[config.mk]
export PLATFORM = sky130hd
export DESIGN_NAME = dcache_direct_mapped
export DESIGN_NICKNAME = d
export VERILOG_FILES = /design/src/rtl/dcache_direct_mapped.sv
export SDC_FILE = /design/constraint.sdc
export NUM_CORES = 1
export LEC_CHECK = 0
export ABC_AREA = 0
export CORE_AREA = 3 3 155 157
export DETAILED_ROUTE_END_ITERATION = 10
export DIE_AREA = 0 0 158 160
export PLACE_DENSITY_LB_ADDON = 0.2
export SLEW_MARGIN = 20
export SYNTH_ARGS = -nofsm -noshare
export SYNTH_HDL_FRONTEND = slang
export SYNTH_SLANG_ARGS = --single-unit
[constraint.sdc]
create_clock -name CLK -period 9.7 [get_ports CLK]
set_clock_uncertainty 0.2 [all_clocks]
set_input_delay 1.94 -clock CLK [delete_from_list [all_inputs] [get_ports CLK]]
set_output_delay 1.94 -clock CLK [all_outputs]
set_load 0.005 [all_outputs]
[src/rtl/dcache_direct_mapped.sv]
// Direct-mapped write-back, write-allocate data cache (byte CPU port, 32-bit block memory port).
// Optional hit/miss counters are enabled with `define DCACHE_STATS_EN.
module dcache_direct_mapped #(
  parameter int INDEX_BITS = 3
) (
  input  logic        CLK,
  input  logic        RESET,
  input  logic        READ,
  input  logic        WRITE,
  input  logic [7:0]  ADDRESS,
  input  logic [7:0]  WRITEDATA,
  output logic [7:0]  READDATA,
  output logic        BUSYWAIT,
  output logic        MEM_READ,
  output logic        MEM_WRITE,
  output logic [5:0]  MEM_ADDRESS,
  output logic [31:0] MEM_WRITEDATA,
  input  logic [31:0] MEM_READDATA,
  input  logic        MEM_BUSYWAIT
`ifdef DCACHE_STATS_EN
  ,
  output logic [15:0] HIT_COUNT,
  output logic [15:0] MISS_COUNT
`endif
);

  localparam int TAG_BITS    = 6 - INDEX_BITS;
  localparam int LINES       = 1 << INDEX_BITS;
  localparam int BLOCK_BYTES = 4;
  localparam int OFF_BITS    = $clog2(BLOCK_BYTES);

  typedef enum logic [1:0] {
    S_IDLE,
    S_WB,
    S_FETCH
  } state_t;

  state_t r_state;
  state_t w_next;
  logic   r_first;

  logic [LINES-1:0]    r_valid;
  logic [LINES-1:0]    r_dirty;
  logic [TAG_BITS-1:0] r_tag  [LINES];
  logic [31:0]         r_data [LINES];

  logic [TAG_BITS-1:0]   w_tag;
  logic [INDEX_BITS-1:0] w_idx;
  logic [OFF_BITS-1:0]   w_off;
  logic [4:0]            w_bit;
  logic [31:0]           w_line;
  logic                  w_req;
  logic                  w_hit;
  logic                  w_done;
  logic                  w_fill;
  logic                  w_wr_hit;

  assign w_tag  = ADDRESS[7 -: TAG_BITS];
  assign w_idx  = ADDRESS[OFF_BITS +: INDEX_BITS];
  assign w_off  = ADDRESS[OFF_BITS-1:0];
  assign w_bit  = {w_off, 3'b000};
  assign w_line = r_data[w_idx];
  assign w_req  = READ | WRITE;
  assign w_hit  = r_valid[w_idx] && (r_tag[w_idx] == w_tag);
  // A transfer may only finish once memory has seen the request for a cycle.
  assign w_done = ~MEM_BUSYWAIT & ~r_first;

  // Next state, CPU stall, and memory-side request outputs.
  always_comb begin
    w_next        = r_state;
    BUSYWAIT      = 1'b0;
    READDATA      = 8'h00;
    MEM_READ      = 1'b0;
    MEM_WRITE     = 1'b0;
    MEM_ADDRESS   = 6'h00;
    MEM_WRITEDATA = 32'h0;
    w_fill        = 1'b0;
    w_wr_hit      = 1'b0;
    if (!RESET) begin
      BUSYWAIT = w_req & ~((r_state == S_IDLE) & w_hit);
      READDATA = READ ? w_line[w_bit +: 8] : 8'h00;
      unique case (r_state)
        S_IDLE: begin
          if (w_req) begin
            if (w_hit) begin
              w_wr_hit = WRITE;
            end else if (r_valid[w_idx] && r_dirty[w_idx]) begin
              w_next = S_WB;
            end else begin
              w_next = S_FETCH;
            end
          end
        end
        S_WB: begin
          MEM_WRITE     = 1'b1;
          MEM_ADDRESS   = {r_tag[w_idx], w_idx};
          MEM_WRITEDATA = w_line;
          if (w_done) w_next = S_FETCH;
        end
        S_FETCH: begin
          MEM_READ    = 1'b1;
          MEM_ADDRESS = {w_tag, w_idx};
          if (w_done) begin
            w_fill = 1'b1;
            w_next = S_IDLE;
          end
        end
        default: w_next = S_IDLE;
      endcase
    end
  end

  // State register plus first-cycle-in-state flag.
  always_ff @(posedge CLK) begin
    if (RESET) begin
      r_state <= S_IDLE;
      r_first <= 1'b0;
    end else begin
      r_state <= w_next;
      r_first <= (w_next != r_state);
    end
  end

  // Line status bits; reset drops all lines, discarding dirty data.
  always_ff @(posedge CLK) begin
    if (RESET) begin
      r_valid <= '0;
      r_dirty <= '0;
    end else if (w_fill) begin
      r_valid[w_idx] <= 1'b1;
      r_dirty[w_idx] <= 1'b0;
    end else if (w_wr_hit) begin
      r_dirty[w_idx] <= 1'b1;
    end
  end

  // Line tag and data: refill a whole block or merge one written byte.
  always_ff @(posedge CLK) begin
    if (w_fill) begin
      r_data[w_idx] <= MEM_READDATA;
      r_tag[w_idx]  <= w_tag;
    end else if (w_wr_hit) begin
      r_data[w_idx][w_bit +: 8] <= WRITEDATA;
    end
  end

`ifdef DCACHE_STATS_EN
  logic r_refill;

  // Marks the cycle right after a refill so the completing access is not a hit.
  always_ff @(posedge CLK) begin
    if (RESET) r_refill <= 1'b0;
    else       r_refill <= w_fill;
  end

  // Saturating hit and miss counters.
  always_ff @(posedge CLK) begin
    if (RESET) begin
      HIT_COUNT  <= 16'h0;
      MISS_COUNT <= 16'h0;
    end else begin
      if ((r_state == S_IDLE) && w_req && w_hit && !r_refill
          && (HIT_COUNT != 16'hFFFF))
        HIT_COUNT <= HIT_COUNT + 16'h1;
      if ((r_state == S_IDLE) && (w_next != S_IDLE)
          && (MISS_COUNT != 16'hFFFF))
        MISS_COUNT <= MISS_COUNT + 16'h1;
    end
  end
`endif

endmodule

==> metrics.txt, run 1 <==
total core area=22600 um2; Buffers & Inverters on Critical Path=4; final WL=34.9 mm; vias in the first global route=7984; drt first pass iters=6; CTS resizes=0; most used flip-flop cell after synthesis=edfxtp_1; Hold Buf Count CTS=0; Die X=158 um; mapped cell area=12500 um2; Die Area=25300 um2; Tcrit/Tclk final=81.9%; DRC viols=0; slew margin rel.=26.6%; share of layout cells above drive strength 1=9.77%; max incr delay on CP=880 ps; Static Leak=5.05 nW; Final Hold Viols=0; Cells on Worst Hold Path=2; largest net degree at the start of global routing=34; WHS Endpoint=r_valid[6]; pwr dens=185 nW/um2; Post-Syn Instances=868; Unique masters post-synth=53; CP Data Arrival Time=5800 ps; reg2reg path depth=7; setup TNS=0 ps; CP cell instances=clkdlybuf4s50_1, buf_4, nor3_2, buf_4, a22o_1, a221oi_1, and3_1, mux4_2, nor2_1, clkdlybuf4s50_1; syn_area_per_cell=14.4 um2; Synth-to-Final Area Change=18.0%; WS Path Type=primary input to output pin; Clock Path Buffers=3; Synthesized Nets=930; Max-Cap Viols=0; crit start category=primary input; FFs w/ async S/R, synth=0%; Worst path top cell family by delay=buffers and inverters; DR vias=8264; yosys warns=0; Tmin final=7940 ps; Reg clk slew, reported paths=60 ps; wire length per cell=27.3 um; Antenna Cells=0; Critical R2R Launch=r_tag[6][2]; vias per cell=6.47; Register Area=8790 um2; buffer count from post-CTS setup fixing=0; placer congestion estimate=0.892; post-detail-place hpwl=23.3 mm; H-tree depth=1; Clock Latency Late Sink=540 ps; Worst Path Required=7560 ps; maximum vdd drop=0.134 mV; outcome=complete, no violations; Rows=55; CTS tree=built; RSZ-0062 raised after global routing=no; total global-route track usage=27.3%; number of DRC markers in iteration 0=1006; sequential share of the synthesized area=70.3%; effective utilization at floorplan=55.2%; number of synthesized flops with an enable pin=280; Pins Over Slew Limit=0; Filler cells=1594; post-route ant nets=0; GR Overflow Total=0; Critical Path Fanout Max=22; DIE HEIGHT=160 um; CTS root buffer=clkbuf_16; Port-buffer cells=101; multi-input logic area=3400 um2; nets@finish=1032; global-route wire length before repair=51.1 mm; Setup-failing EPs final=0; FF-to-FF End=r_data[4][11]; crit end category=output pin; hold path startpoint=r_valid[6]; Ports=102; worst slew pin tran=1090 ps; count of state elements after synthesis=299; slowest CP cell=nor3_2; Power, Total=2.73 mW; CTS Buf Count=29; Hold Path Class=register to register; fmax=126 MHz; initial antenna violation count=0; Reg2Reg Setup Slack=5570 ps; clock sinks=299
==> report_power, final <==
part	switching [mW]	internal [mW]	total, mW	leakage [nW]
sequential	0.00283	1.42	1.42	2.67
combinational	0.119	0.0726	0.192	1.92
clock	0.475	0.643	1.12	0.456
==> stage by stage <==
step / setup slack (ps) / cells / hold slack [ps] / instance area [um2] / utilization (%)
6_report: 1760 / 1278 / 272 / 14800 / 65.2
3_3_place_gp: 1930 / 1224 / 247 / 13800 / 61.0
3_5_place_dp: 1910 / 1224 / 259 / 13800 / 61.0
4_1_cts: 1870 / 1278 / 278 / 14800 / 65.2
5_1_grt: 1680 / 1278 / 294 / 14800 / 65.2
2_1_floorplan: 3620 / 868 / 235 / 12500 / -
==> flip-flops by register name (all words and copies together), names as in the netlist, named ones only <==
name / cells
r_data: 256
r_first: 1
r_valid: 8
r_tag: 24
r_state: 2
==> tightest hold or removal path: stages, from the launching register on <==
cell,delay (ps)
dfxtp_1,320
nor2_1,50
nor2_1,70
==> cells by family (layout without fill, tap and decap cells) <==
kind of cell | Yosys count | after routing | synth area share (%)
XOR/XNOR | 1 | 1 | 0.0700
buffers and inverters | 85 | 210 | 2.79
adder cells (fa/ha/maj) | 9 | 9 | 0.900
AO/OA/AOI/OAI | 167 | 167 | 10.1
AND/OR/NAND/NOR | 238 | 238 | 8.90
flip-flops | 299 | 299 | 70.3
multiplexers | 69 | 69 | 6.92
==> cells in the mapped netlist, drive strengths merged, types with 2 or more instances <==
cell type  count  area (um2)
o22ai          3        18.8
and4           7        61.3
a21oi         17        92.6
ha             9         113
nor4           3        33.8
a221o          2        20.0
nor3          12        60.1
or2            2        12.5
a211oi         2        15.0
o22a           2        17.5
nand2b         8        50.1
mux4          13         293
a221oi        24         210
nand2         46         173
nand3         13        85.1
mux2i         49         490
a22oi         73         548
nor2b          4        25.0
a21o           2        15.0
nor2         116         438
and3          20         125
edfxtp       280        8410
buf           17        93.8
a22o          20         175
a31oi          3        18.8
inv           39         146
o21ai          6        30.0
clkbuf        29         109
o211ai         4        30.0
mux2           7        82.6
dfxtp         19         380
a222oi         2        20.0
nor3b          3        22.5
and2           3        18.8
==> cells in the final DEF, fill, tap and decap left out, drive strengths merged, types with 4 or more instances in the layout <==
| cell type | synthesis | final |
|---|---|---|
| a22oi | 73 | 73 |
| o211ai | 4 | 4 |
| nor2b | 4 | 4 |
| nand3 | 13 | 13 |
| a22o | 20 | 20 |
| edfxtp | 280 | 280 |
| nand2b | 8 | 8 |
| and3 | 20 | 20 |
| and4 | 7 | 7 |
| clkdlybuf4s50 | 0 | 100 |
| clkinv | 0 | 13 |
| nand2 | 46 | 46 |
| a21oi | 17 | 17 |
| mux2 | 7 | 7 |
| nor3 | 12 | 12 |
| mux4 | 13 | 13 |
| nor2 | 116 | 116 |
| inv | 39 | 40 |
| dfxtp | 19 | 19 |
| mux2i | 49 | 49 |
| o21ai | 6 | 6 |
| a221oi | 24 | 24 |
| buf | 17 | 17 |
| clkbuf | 29 | 35 |
| ha | 9 | 9 |
==> metal layers <==
layer	share of wire, %	wire length [um]	vias to the layer above	GRT usage, %
met4	2.9	1010	0	8.10
li1	-	-	3553	-
met1	39	13800	4084	39.4
met3	11	3950	72	6.07
met2	46	16200	555	42.2
met5	0	0	-	0
==> final cells by class <==
cell class,instances,share of cell area (%)
Inverter,39,0.992
Clock inverter,19,1.20
Multi-Input combinational cell,484,23.0
Timing Repair Buffer,117,7.63
Sequential cell,299,59.5
Clock buffer,35,5.21
Tap cell,285,2.42
==> worst max path at each step <==
stage	start	to	slack [ps]	cells after the start
2_1_floorplan	ADDRESS[2]	READDATA[6]	3620	9
3_3_place_gp	ADDRESS[4]	READDATA[2]	1930	9
3_5_place_dp	ADDRESS[4]	READDATA[0]	1910	10
4_1_cts	ADDRESS[4]	READDATA[0]	1870	10
5_1_grt	ADDRESS[4]	READDATA[1]	1680	10
6_report	ADDRESS[4]	READDATA[0]	1760	10
(Power assumes the default switching activity.)
==> run 2, diff against run 1 <==
==> constraint.sdc (replaced) <==
create_clock -name CLK -period 8.22 [get_ports CLK]
set_clock_uncertainty 0.2 [all_clocks]
set_input_delay 1.644 -clock CLK [delete_from_list [all_inputs] [get_ports CLK]]
set_output_delay 1.644 -clock CLK [all_outputs]
set_load 0.005 [all_outputs]
==> run 2 against run 1 <==
  * Worst hold slack lost 1.1 ps
  * Via count grew 0.30%
  * Critical path depth shrank 2
  * Cell count is the same
  * Combinational power grew 18%
==> metrics.txt, run 2 (same netlist as run 1, synthesis figures left out) <==
Ports=102 (unchanged); slew margin rel.=24.9% (-1.7 points); drt first pass iters=5 (-1); CP cell instances=clkdlybuf4s50_1, nor3_2, buf_4, a22oi_1, and3_1, mux4_2, nor2_1, clkdlybuf4s50_1; Reg clk slew, reported paths=60 ps (about the same); most used cell, CP=clkdlybuf4s50_1; final instance area=14800 um2 (+0.20%); DIE HEIGHT=160 um (unchanged); dpl cells=1225 (+0.082%); crit end category=output pin; Rows=55 (unchanged); fmax=143 MHz; RSZ-0062 raised after global routing=no; final WL=34.1 mm (-2.1%); Port-buffer cells=101 (unchanged); initial antenna violation count=0 (unchanged); hold_ws=271 ps (-1.08 ps); Largest regs=r_data: 256 flops, r_tag: 24 flops, r_valid: 8 flops; GR Overflow Total=0 (unchanged); slowest CP cell=nor3_2; Clock Path Buffers=3 (unchanged); DRC viols=0 (unchanged); most frequent cells in the layout=280 x edfxtp_1, 110 x nor2_1, 100 x clkdlybuf4s50_1; CP endpoint=READDATA[6]; outcome=complete, no violations; vias per cell=6.49 (+0.30%); max incr delay on CP=880 ps (about the same); Die X=158 um (unchanged); total core area=22600 um2 (unchanged); clock sinks=299 (unchanged); CP Data Arrival Time=5140 ps (-660 ps); Buffers & Inverters on Critical Path=3 (-1); nets@finish=1033 (+0.097%); total global-route track usage=27.1% (-0.23 points); Final Hold Viols=0 (unchanged); Tmin final=6990 ps; global-route wire length before repair=50.6 mm (-0.89%); Setup-failing EPs final=0 (unchanged); Final Util=65.3% (+0.13 points); Critical Path Fanout Max=17 (-23%); Critical R2R Launch=r_tag[7][2]; Hold Path Class=register to register; Largest Register=r_data; Antenna Cells=0 (unchanged); number of DRC markers in iteration 0=949 (-5.7%); crit start category=primary input; worst slew pin tran=1120 ps (+31.8 ps); cell area after placement=13800 um2 (about the same); effective utilization at floorplan=55.2% (unchanged); maximum vdd drop=0.173 mV (+29%); reg2reg path depth=8 (+1); Pins Over Slew Limit=0 (unchanged); buffer count from post-CTS setup fixing=0 (unchanged); largest net degree at the start of global routing=30 (-12%); Critical Path Stages=8 (-2); vias in the first global route=8052 (+0.85%); Tcrit/Tclk final=85.0%; H-tree depth=1 (unchanged); Worst setup startpoint=ADDRESS[3]; CTS root buffer=clkbuf_16; DR vias=8289 (+0.30%); Static Leak=5.07 nW (+0.39%); Synth-to-Final Area Change=18.2%; share of layout cells above drive strength 1=9.97% (+0.20 points); final std cells w/o fill=1278 (unchanged); post-route ant nets=0 (unchanged); Max-Cap Viols=0 (unchanged); Hold Buf Count CTS=0 (unchanged); wire length per cell=26.7 um (-2.1%); placer congestion estimate=0.901 (+1.1%); Reg2Reg Setup Slack=4350 ps (-1220 ps); CTS tree=built; setup TNS=0 ps (unchanged); most common cell after layout, fill and taps aside=edfxtp_1; CTS Buf Count=29 (unchanged); Worst Path Required=6380 ps (-1180 ps); pwr dens=220 nW/um2 (+19%); max FFs per register=256 (unchanged); Clock Latency Late Sink=550 ps (about the same); FF-to-FF End=r_data[6][4]; Worst path top cell family by delay=buffers and inverters; post-detail-place hpwl=22.8 mm (-2.2%); WS Path Type=primary input to output pin; CTS resizes=0 (unchanged); Die Area=25300 um2 (unchanged)
## run 2: cell types whose count changed in the layout (fill, tap and decap cells not counted), sizes merged
cell,change
bufinv,+2
buf,+1
clkbuf,-3
## run 2: metal layers
metal / global-route usage [%] / vias to the layer above / part of all wire (%)
met5: 0 / - / 0
met4: 8.33 / 0 / 3.1
met3: 4.53 / 76 / 11
met2: 41.7 / 562 / 47
met1: 40.2 / 4087 / 39
li1: - / 3564 / -
## run 2: final cells by class
class                      instances  area [um2]
clock buffer                      32         737
multi-input combinational        484        3400
clock inverter                    21         230
inverter                          39         146
sequential                       299        8790
fill                            1640        7850
tap                              285         357
timing repair buffer             118        1130
## run 2: worst min path at each step
stage,slack [ps],depth (start not counted),startpoint,to
2_1_floorplan,230,2,r_valid[2],r_valid[2]
3_3_place_gp,240,2,r_valid[2],r_valid[2]
3_5_place_dp,260,2,r_valid[2],r_valid[2]
4_1_cts,270,2,r_valid[2],r_valid[2]
5_1_grt,290,2,r_valid[2],r_valid[2]
6_report,270,2,r_valid[5],r_valid[5]
## run 2: through the flow
step | worst slack (ps) | total power [mW]
2_1_floorplan | 2730 | 1.83
3_3_place_gp | 1310 | 1.93
3_5_place_dp | 1280 | 1.93
4_1_cts | 1280 | 3.25
5_1_grt | 1050 | 3.33
6_report | 1230 | 3.25
## run 2: report_power, final
part	switching, mW	total (mW)	leakage [nW]	internal, mW
logic	0.141	0.226	1.93	0.0857
registers	0.00332	1.68	2.67	1.67
clock network	0.547	1.35	0.471	0.800
## run 2: worst min-delay path, stage by stage (launching register included)
cell and delay [ps]:
dfxtp_1 330, nor2_1 50, nor2_1 60
